### src/rtl/fetch_pkg.sv
// -----------------------------------------------------------------------------
// fetch_pkg
//   Shared widths and helpers for the instruction fetch block.
//   WORD_W   : width of one instruction
//   ADDR_W   : width of an instruction-memory word address
//   bundle_w : width of the bundle returned for a given number of cores
// -----------------------------------------------------------------------------
package fetch_pkg;

  localparam int WORD_W = 32;
  localparam int ADDR_W = 32;

  function automatic int bundle_w(input int cores);
    return WORD_W * cores;
  endfunction

endpackage

### src/rtl/instruction_fetch_if.sv
// -----------------------------------------------------------------------------
// instruction_fetch_if
//   Bundles the instruction-memory read port, the halt/redirect controls and
//   the decode-side valid/ready handshake of the fetch unit.
//   master : the fetch unit (drives imem_address and the out_* bundle)
//   slave  : the environment (memory, control and decode)
//   Signals:
//     imem_address   fetch -> mem     word address, sampled on every edge
//     imem_data      mem   -> fetch   registered read data, one cycle later
//     halt           ctrl  -> fetch   stop issuing new fetches
//     redirect_valid ctrl  -> fetch   discard fetched work, restart at redirect_pc
//     redirect_pc    ctrl  -> fetch   redirect target word address
//     out_valid      fetch -> decode  out_bundle/out_pc hold a fetched bundle
//     out_ready      decode-> fetch   bundle accepted when out_valid & out_ready
//     out_bundle     fetch -> decode  fetched bundle, core k in bits [32k+31:32k]
//     out_pc         fetch -> decode  word address out_bundle was read from
// -----------------------------------------------------------------------------
interface instruction_fetch_if #(
  parameter int CORES = 1
);
  import fetch_pkg::*;

  logic [ADDR_W-1:0]            imem_address;
  logic [bundle_w(CORES)-1:0]   imem_data;
  logic                         halt;
  logic                         redirect_valid;
  logic [ADDR_W-1:0]            redirect_pc;
  logic                         out_valid;
  logic                         out_ready;
  logic [bundle_w(CORES)-1:0]   out_bundle;
  logic [ADDR_W-1:0]            out_pc;

  modport master (
    output imem_address, out_valid, out_bundle, out_pc,
    input  imem_data, halt, redirect_valid, redirect_pc, out_ready
  );

  modport slave (
    input  imem_address, out_valid, out_bundle, out_pc,
    output imem_data, halt, redirect_valid, redirect_pc, out_ready
  );

endinterface

### src/rtl/fetch_fifo.sv
// -----------------------------------------------------------------------------
// fetch_fifo
//   Small shifting buffer for fetched {bundle, pc} entries. Entry 0 is always
//   the head, so the head is a plain register with no read-side mux logic.
//   Ports:
//     clk, reset  clock, asynchronous active-high reset
//     flush       drop all entries (wins over a same-cycle push)
//     push        write push_data behind the current entries
//     push_data   entry to write
//     pop         remove the head (ignored when empty)
//     head_data   registered head entry
//     count       number of valid entries
// -----------------------------------------------------------------------------
module fetch_fifo #(
  parameter int WIDTH = 64,
  parameter int DEPTH = 2
) (
  input  logic                         clk,
  input  logic                         reset,
  input  logic                         flush,
  input  logic                         push,
  input  logic [WIDTH-1:0]             push_data,
  input  logic                         pop,
  output logic [WIDTH-1:0]             head_data,
  output logic [$clog2(DEPTH+1)-1:0]   count
);

  localparam int CNT_W = $clog2(DEPTH + 1);

  logic [WIDTH-1:0] data_q [DEPTH];
  logic [WIDTH-1:0] data_d [DEPTH];
  logic [CNT_W-1:0] count_q, count_d;
  logic [CNT_W-1:0] wr_idx;
  logic             pop_ok;

  assign pop_ok = pop & (count_q != '0);
  // With a simultaneous pop the entries slide down first, so the new entry
  // lands one slot lower; this keeps push+pop on a full buffer legal.
  assign wr_idx = count_q - CNT_W'(pop_ok);

  always_comb begin
    // NOTE: every signal written here gets a default first, otherwise a path
    // that skips an assignment would infer a latch.
    data_d  = data_q;
    count_d = count_q;
    if (flush) begin
      count_d = '0;
    end else begin
      if (pop_ok) begin
        for (int i = 0; i < DEPTH - 1; i++) begin
          data_d[i] = data_q[i+1];
        end
      end
      if (push) begin
        for (int i = 0; i < DEPTH; i++) begin
          if (CNT_W'(i) == wr_idx) begin
            data_d[i] = push_data;
          end
        end
      end
      count_d = count_q + CNT_W'(push) - CNT_W'(pop_ok);
    end
  end

  always_ff @(posedge clk or posedge reset) begin
    if (reset) begin
      // NOTE: the storage is reset as well, so the head (and therefore
      // out_bundle/out_pc) reads zero straight out of reset.
      for (int i = 0; i < DEPTH; i++) begin
        data_q[i] <= '0;
      end
      count_q <= '0;
    end else begin
      // NOTE: sequential state is updated with non-blocking assignments so all
      // flops see pre-edge values regardless of statement order.
      data_q  <= data_d;
      count_q <= count_d;
    end
  end

  assign head_data = data_q[0];
  assign count     = count_q;

endmodule

### src/rtl/instruction_fetch.sv
// -----------------------------------------------------------------------------
// instruction_fetch
//   Initiator side of the instruction-memory read port. Holds the PC, drives
//   one word address per cycle, captures the bundle returned one cycle later,
//   buffers it and presents it to decode over valid/ready. Supports halt and
//   branch redirect.
//   Parameters:
//     CORES      instructions per memory word (bundle is 32*CORES bits)
//     RESET_PC   first word address fetched after reset
//     FIFO_DEPTH output buffer entries, 2..8
//   Ports:
//     clk    single clock, all state on posedge
//     reset  asynchronous, active-high
//     bus    instruction_fetch_if master modport (memory, control, decode)
// -----------------------------------------------------------------------------
module instruction_fetch #(
  parameter int          CORES      = 1,
  parameter logic [31:0] RESET_PC   = 32'd0,
  parameter int          FIFO_DEPTH = 2
) (
  input  logic                clk,
  input  logic                reset,
  instruction_fetch_if.master bus
);
  import fetch_pkg::*;

  localparam int BUNDLE_W = bundle_w(CORES);
  localparam int ENTRY_W  = BUNDLE_W + ADDR_W;
  localparam int CNT_W    = $clog2(FIFO_DEPTH + 1);
  localparam int OCC_W    = CNT_W + 1;

  logic [ADDR_W-1:0]  pc_q, pc_d;
  logic [ADDR_W-1:0]  inflight_pc_q, inflight_pc_d;
  logic               inflight_valid_q, inflight_valid_d;

  logic [CNT_W-1:0]   fifo_count;
  logic [ENTRY_W-1:0] fifo_head;
  logic [OCC_W-1:0]   occupancy;
  logic               pop;
  logic               push;
  logic               issue;

  assign pop = bus.out_valid & bus.out_ready;

  // Credit check: entries that will still be held after this edge, counting
  // the read already in flight. A new read is only issued when its data is
  // guaranteed a slot when it returns.
  assign occupancy = OCC_W'(fifo_count) + OCC_W'(inflight_valid_q) - OCC_W'(pop);
  assign issue     = ~bus.halt & ~bus.redirect_valid
                   & (occupancy < OCC_W'(FIFO_DEPTH));

  // Returning data is captured only when its read was issued; a redirect
  // flushes the buffer and drops the read that is arriving this cycle.
  assign push = inflight_valid_q;

  always_comb begin
    pc_d             = pc_q;
    inflight_pc_d    = inflight_pc_q;
    inflight_valid_d = 1'b0;
    if (bus.redirect_valid) begin
      pc_d = bus.redirect_pc;
    end else if (issue) begin
      inflight_valid_d = 1'b1;
      inflight_pc_d    = pc_q;
      pc_d             = pc_q + 1'b1;  // wraps FFFF_FFFF -> 0
    end
  end

  always_ff @(posedge clk or posedge reset) begin
    if (reset) begin
      pc_q             <= RESET_PC;
      inflight_pc_q    <= '0;
      inflight_valid_q <= 1'b0;
    end else begin
      pc_q             <= pc_d;
      inflight_pc_q    <= inflight_pc_d;
      inflight_valid_q <= inflight_valid_d;
    end
  end

  fetch_fifo #(
    .WIDTH (ENTRY_W),
    .DEPTH (FIFO_DEPTH)
  ) u_fifo (
    .clk       (clk),
    .reset     (reset),
    .flush     (bus.redirect_valid),
    .push      (push),
    .push_data ({bus.imem_data, inflight_pc_q}),
    .pop       (pop),
    .head_data (fifo_head),
    .count     (fifo_count)
  );

  // The memory samples the address every edge; there is no read enable.
  assign bus.imem_address = pc_q;
  assign bus.out_valid    = (fifo_count != '0);
  assign bus.out_pc       = fifo_head[ADDR_W-1:0];
  assign bus.out_bundle   = fifo_head[ENTRY_W-1:ADDR_W];

endmodule

### src/flat_wrapper.sv
// flat-port wrapper written by rule: the top's interface ports become plain ports
module instruction_fetch_flat import fetch_pkg::*;
#(
  parameter int          CORES      = 1,
  parameter logic [31:0] RESET_PC   = 32'd0,
  parameter int          FIFO_DEPTH = 2
)
  (clk, reset, bus_imem_address, bus_out_valid, bus_out_bundle, bus_out_pc, bus_imem_data, bus_halt, bus_redirect_valid, bus_redirect_pc, bus_out_ready);
  instruction_fetch_if #(.CORES(CORES)) bus_i ();
  input  logic clk;
  input  logic reset;
  output wire logic [$bits(bus_i.imem_address)-1:0] bus_imem_address;
  output wire logic [$bits(bus_i.out_valid)-1:0] bus_out_valid;
  output wire logic [$bits(bus_i.out_bundle)-1:0] bus_out_bundle;
  output wire logic [$bits(bus_i.out_pc)-1:0] bus_out_pc;
  input wire logic [$bits(bus_i.imem_data)-1:0] bus_imem_data;
  input wire logic [$bits(bus_i.halt)-1:0] bus_halt;
  input wire logic [$bits(bus_i.redirect_valid)-1:0] bus_redirect_valid;
  input wire logic [$bits(bus_i.redirect_pc)-1:0] bus_redirect_pc;
  input wire logic [$bits(bus_i.out_ready)-1:0] bus_out_ready;
  assign bus_imem_address = bus_i.imem_address;
  assign bus_out_valid = bus_i.out_valid;
  assign bus_out_bundle = bus_i.out_bundle;
  assign bus_out_pc = bus_i.out_pc;
  assign bus_i.imem_data = bus_imem_data;
  assign bus_i.halt = bus_halt;
  assign bus_i.redirect_valid = bus_redirect_valid;
  assign bus_i.redirect_pc = bus_redirect_pc;
  assign bus_i.out_ready = bus_out_ready;
  instruction_fetch #(.CORES(CORES), .RESET_PC(RESET_PC), .FIFO_DEPTH(FIFO_DEPTH)) u_core (.clk(clk), .reset(reset), .bus(bus_i));
endmodule
### config.mk
export PLATFORM = sky130hd
export DESIGN_NAME = instruction_fetch_flat
export DESIGN_NICKNAME = d
export VERILOG_FILES = /design/src/rtl/fetch_pkg.sv /design/src/rtl/instruction_fetch_if.sv /design/src/rtl/fetch_fifo.sv /design/src/rtl/instruction_fetch.sv /design/src/flat_wrapper.sv
export SDC_FILE = /design/constraint.sdc
export NUM_CORES = 1
export LEC_CHECK = 0
export BUFFER_PORTS_ARGS = -buffer_cell sky130_fd_sc_hd__buf_4
export CELL_PAD_IN_SITES_DETAIL_PLACEMENT = 1
export CELL_PAD_IN_SITES_GLOBAL_PLACEMENT = 1
export CORE_MARGIN = 3
export CORE_UTILIZATION = 45
export DETAILED_ROUTE_END_ITERATION = 6
export GPL_TIMING_DRIVEN = 0
export PLACE_DENSITY_LB_ADDON = 0.08
export SYNTH_ARGS = -nofsm -noshare
export SYNTH_HDL_FRONTEND = slang
export SYNTH_SLANG_ARGS = --single-unit
export TNS_END_PERCENT = 50
### constraint.sdc
create_clock -name clk -period 12.4 [get_ports clk]
set_clock_uncertainty 0.1 [all_clocks]
set_input_delay 2.48 -clock clk [delete_from_list [all_inputs] [get_ports clk]]
set_output_delay 2.48 -clock clk [all_outputs]
set_load 0.05 [all_outputs]
## Word level (Yosys, flattened, before mapping)

Index checks and enable logic that the tools add are counted.

- Bits in writable memories: 0
- Word-level logic and storage cells: 34
- Input bits: 69
- Bits in read-only memories: 0
- Memories: 0
- Output and inout port bits: 97
- Latch bits: 0
- Flip-flop bits (word level): 195

- Multiply operators: 0
- Mux-type cells: 9
- $lt $le $gt $ge: 1
- Add/subtract/negate cells: 6
- Equality and inequality tests: 1
- Reduce and logical (&&, ||, !) cells: 5
- Shift-type cells: 0
- Bitwise operators: 6
- Div/mod/pow operators: 0

Operators with widths:

| operator | count |
|---|---|
| $mux W64 | 3 |
| $mux W128 | 1 |
| $mux W32 | 2 |
| $add A32 B1 Y32 const B | 1 |
| $and A1 B1 Y1 | 4 |
| $reduce_bool A2 Y1 | 2 |
| $sub A2 B1 Y2 | 2 |
| $add A2 B1 Y3 | 1 |
| $lt A3 B2 Y1 const B | 1 |
| $reduce_and A3 Y1 | 1 |
| $sub A3 B1 Y3 | 1 |
| $add A2 B1 Y2 | 1 |
| $eq A1 B2 Y1 const A | 1 |
| $logic_not A2 Y1 | 1 |
| $mux W1 | 2 |
| $mux W2 | 1 |
| $not A1 Y1 | 2 |
| $reduce_and A2 Y1 | 1 |

## Logic depth before layout (Yosys ltp)

- Depth after elaboration: 7
- Gate-level depth with buffers: 16
- Gate-level depth less buffers: 14

## By module

Synthesis repeated with hierarchy kept, for this count alone.

- Cell total of the unflattened synthesis: 882
- Area, all modules: 9945.8 um^2

By module, submodules not included:

| module | cells each | times used | area an instance (um^2) |
|---|---|---|---|
| fetch_fifo | 509 | 1 | 6702.7 |
| instruction_fetch | 373 | 1 | 3243.1 |

## Least setup slack after synthesis

No wires, ideal clock.

- Kind: input-to-reg
- From: input port bus_out_ready
- To: register u_core.pc_q[28], in the netlist u_core.bus.imem_address[28]
- Library setup time: 0.126 ns
- Setup slack: 7.294 ns
- Buffers on the path: 2
- Data arrival time: 4.880 ns
- Stages: 13
- Cells stage by stage: nand2_1 -> inv_1 -> ha_1 -> inv_1 -> ha_1 -> inv_1 -> fa_1 -> or3b_4 -> or2_1 -> buf_4 -> buf_2 -> and3_1 -> a221o_1

- Word-level cells in the longest chain between the ends: 5

Ends and longest elaborated chain:

| what | RTL line | text |
|---|---|---|
| start: declaration | flat_wrapper.sv:20 | `input wire logic [$bits(bus_i.out_ready)-1:0] bus_out_ready;` |
| $and A1 B1 Y1 | instruction_fetch.sv:43 | `assign pop = bus.out_valid & bus.out_ready;` |
| $sub A3 B1 Y3 | instruction_fetch.sv:48 | `assign occupancy = OCC_W'(fifo_count) + OCC_W'(inflight_valid_q) - OCC_W'(pop);` |
| $lt A3 B2 Y1 | instruction_fetch.sv:50 | `& (occupancy < OCC_W'(FIFO_DEPTH));` |
| $and A1 B1 Y1 | instruction_fetch.sv:50 |  |
| $reduce_bool A2 Y1 (no source line) | -- |  |
| end signal: assignment | instruction_fetch.sv:75 | `pc_q <= pc_d;` |
| end: declaration | instruction_fetch.sv:32 | `logic [ADDR_W-1:0] pc_q, pc_d;` |

Every way passes these cells.
A chain may end at the register's enable or synchronous reset.

## Worst setup path after layout

- From: input port bus_out_ready
- To: register u_core.pc_q[1], in the netlist u_core.bus.imem_address[1]

Same word-level chain as after synthesis.

==> impl_metrics.env <==
export IMPL_antenna_found_initial=0
export IMPL_post_cts_resized=0
export IMPL_fp_coreArea_sq_um=19020
export IMPL_hold_ws_ns=0.4032
export IMPL_clk_pin_slew_ns=0.07
export IMPL_synth_top_area_cell="dfrtp_1"
export IMPL_synthArstFlopShare_pct=100.0
export IMPL_synth_edf_count=0
export IMPL_p_per_area_nw_per_um2=289.1
export IMPL_die_area_sq_um=21430
export IMPL_port_buffers=165
export IMPL_layout_drive_gt1_share_pct=33.18
export IMPL_worst_r2r_setup_slack_ns=8.63
export IMPL_syn_avg_cell_area_sq_um=10.28
export IMPL_yosys_warnings=0
export IMPL_die_w_um=146.4
export IMPL_r2r_cells=16
export IMPL_syn_nets=938
export IMPL_layout_common_cells="buf_4, dfrtp_1, nand2_1"
export IMPL_ys_types=48
export IMPL_cts_setup_buffers=0
export IMPL_setup_tns_ns=0
export IMPL_r2r_start="u_core.u_fifo.count[1]$_DFF_PP0_"
export IMPL_routabilityCongestion=0.8580
export IMPL_final_common_cell="buf_4"
export IMPL_dr_pass1_iters=4
export IMPL_clock_root_buffer="clkbuf_16"
export IMPL_synth_seq_area_share_pct=55.01
export IMPL_drc=0
export IMPL_min_path_cells=2
export IMPL_cp_max_fo=10
export IMPL_grt_pass1_vias=7828
export IMPL_die_h_um=146.4
export IMPL_gr_total_overflow=0
export IMPL_p_leak_nw=5.340
export IMPL_cts_sinks=195
export IMPL_critPathCapture="u_core.bus.imem_address[1]$_DFFE_PP0P_"
export IMPL_worst_ep_required_time_ns=12.67
export IMPL_period_needed_ns=5.132
export IMPL_grt_pass1_wl_mm=41.64
export IMPL_hold_viol_final=0
export IMPL_viasPerCell=5.493
export IMPL_worstSetupStartpointType="input port"
export IMPL_max_slew_margin_pct=13.75
export IMPL_ys_ff_latch=195
export IMPL_synth_top_area_share_pct=55.01
export IMPL_wire_per_inst_um=19.39
export IMPL_setup_violations=0
export IMPL_fmaxAchievable_ghz=0.1949
export IMPL_cp_startpoint="bus_out_ready"
export IMPL_cts_tree="done"
export IMPL_htree_levels=4
export IMPL_ir_worst_vdd_v=0.0001365
export IMPL_diodes=0
export IMPL_initial_core_util_pct=46.64
export IMPL_timing_final_crit_share_pct=41.39
export IMPL_cp_cell_sequence="buf_4, nand2_1, inv_1, ha_1, inv_1, ha_1, inv_1, fa_1, or3b_4, or2_1, buf_4, clkinv_4, buf_4, buf_2, a22oi_1, nand2_1"
export IMPL_grt_total_usage_pct=24.19
export IMPL_ant_nets=0
export IMPL_cap_violations=0
export IMPL_clockBufferDepth=2
export IMPL_r2r_end="u_core.bus.imem_address[1]$_DFFE_PP0P_"
export IMPL_nNetsFinal=1123
export IMPL_vias=7256
export IMPL_rsz0062_at_grt="no"
export IMPL_hold_class="reg -> reg"
export IMPL_critPathSlowestCell="fa_1"
export IMPL_yosys_top_cells_area="dfrtp_1, mux2_2, buf_4, nand2_1, o22ai_1"
export IMPL_path_class="in -> reg"
export IMPL_end_kind="register"
export IMPL_finalMaxSlewViolations=0
export IMPL_synth_area_sq_um=8871
export IMPL_rows=50
export IMPL_cts_buffers_inserted=17
export IMPL_design_portCount=166
export IMPL_wl_mm=25.62
export IMPL_worst_slew_pin_slew_ns=1.294
export IMPL_hold_buffers=0
export IMPL_first_iter_violations=297
export IMPL_clock_latency_ns=0.43
export IMPL_syn_to_final_growth_pct=24.84
export IMPL_status="finished, final reports clean"
export IMPL_crit_path_max_incr_delay_ns=0.47
export IMPL_critPathArrivalTime_ns=5.40
export IMPL_hpwl_mm=18.01
export IMPL_grt_start_max_net_pins=111
export IMPL_postSynthCellCount=863
export IMPL_ys_flop_type="dfrtp_1"
[power breakdown]
part	internal, mW	switching, mW	total, mW
Combinational	0.584	0.956	1.54
Clock	0.311	0.262	0.572
Sequential	0.902	0.187	1.09
Total	1.80	1.40	3.20
[layer usage]
metal  track usage, %  wire length, um
met1            31.32            11070
met2            41.98            12870
met3            4.252             1276
met4            6.820              401
met5                0                0
[final cells by class]
type | instances | area [sq um]
Fill cell | 2149 | 7944
Sequential cell | 195 | 4880
Multi-Input combinational cell | 539 | 3237
Timing Repair Buffer | 166 | 1266
Buffer | 117 | 704.4
Clock buffer | 19 | 442.9
Tap cell | 260 | 325.3
Clock inverter | 13 | 161.4
Inverter | 12 | 57.56
[through the flow]
step           total power [mW]  instance area, sq um  utilization, %  std cells  setup slack [ns]
2_1_floorplan             2.189                  8871               -        863             4.508
3_3_place_gp              2.579                 10440           54.87       1288             2.146
3_5_place_dp              2.638                 10470           55.05       1289             6.852
4_1_cts                   3.224                 11070           58.23       1321             7.293
5_1_grt                   3.390                 11070           58.23       1321             7.083
6_report                  3.201                 11070           58.23       1321             7.268
[synthesized netlist by cell type, types with 2 or more instances]
| cell type | number |
|---|---|
| a21o_1 | 4 |
| a32oi_1 | 5 |
| a31oi_1 | 5 |
| dfrtp_1 | 195 |
| or3_1 | 4 |
| a221o_1 | 5 |
| xor2_1 | 2 |
| o21ai_0 | 17 |
| nor3_1 | 2 |
| inv_1 | 11 |
| mux2i_1 | 3 |
| and3_1 | 7 |
| a31o_2 | 3 |
| nor2b_1 | 2 |
| xnor2_1 | 5 |
| and2_1 | 4 |
| nand3_1 | 15 |
| nor2_1 | 81 |
| ha_1 | 5 |
| o311ai_0 | 9 |
| buf_1 | 5 |
| a21oi_1 | 69 |
| mux2_2 | 64 |
| buf_4 | 66 |
| nand2_1 | 125 |
| or4_1 | 2 |
| clkbuf_1 | 32 |
| buf_2 | 13 |
| o211ai_1 | 6 |
| nand4_1 | 16 |
| o22ai_1 | 64 |
[state kept, by name (all words and copies together), names as in the netlist]
| register | count |
|---|---|
| u_core.u_fifo.data_q | 64 |
| u_core.inflight_pc_q | 32 |
| u_core.u_fifo.head_data | 64 |
| u_core.inflight_valid_q | 1 |
| u_core.bus.imem_address | 32 |
| u_core.u_fifo.count | 2 |
[worst max-delay path, delay by kind of cell]
family / cells / cell delay (ns)
and+or+nand+nor: 4 / 0.82
adders and majority gates: 3 / 0.88
buffers and inverters: 8 / 1.08
AOI/OAI and AO/OA: 1 / 0.13
[how the worst min path moves through the flow]
stage	from	to	slack [ns]
6_report	u_core.inflight_pc_q[14]$_DFFE_PP0P_	u_core.inflight_pc_q[14]$_DFFE_PP0P_	0.40
5_1_grt	u_core.u_fifo.data_q[59]$_DFFE_PP0P_	u_core.u_fifo.data_q[59]$_DFFE_PP0P_	0.42
4_1_cts	u_core.inflight_pc_q[14]$_DFFE_PP0P_	u_core.inflight_pc_q[14]$_DFFE_PP0P_	0.41
3_5_place_dp	u_core.u_fifo.data_q[50]$_DFFE_PP0P_	u_core.u_fifo.data_q[50]$_DFFE_PP0P_	0.39
3_3_place_gp	u_core.inflight_pc_q[21]$_DFFE_PP0P_	u_core.inflight_pc_q[21]$_DFFE_PP0P_	0.39
2_1_floorplan	u_core.inflight_pc_q[0]$_DFFE_PP0P_	u_core.inflight_pc_q[0]$_DFFE_PP0P_	0.36
[kinds of logic (layout without fill, tap and decap cells)]
group | count (synthesis) | after routing | synth area share (%)
adders and majority gates | 6 | 6 | 0.9309
muxes | 67 | 67 | 8.463
DFF | 195 | 195 | 55.01
buffers and inverters | 129 | 327 | 8.505
and+or+nand+nor | 267 | 267 | 13.17
xor gates and xnor gates | 7 | 7 | 0.6911
AOI/OAI and AO/OA | 192 | 192 | 13.23
(Power assumes the default switching activity.)
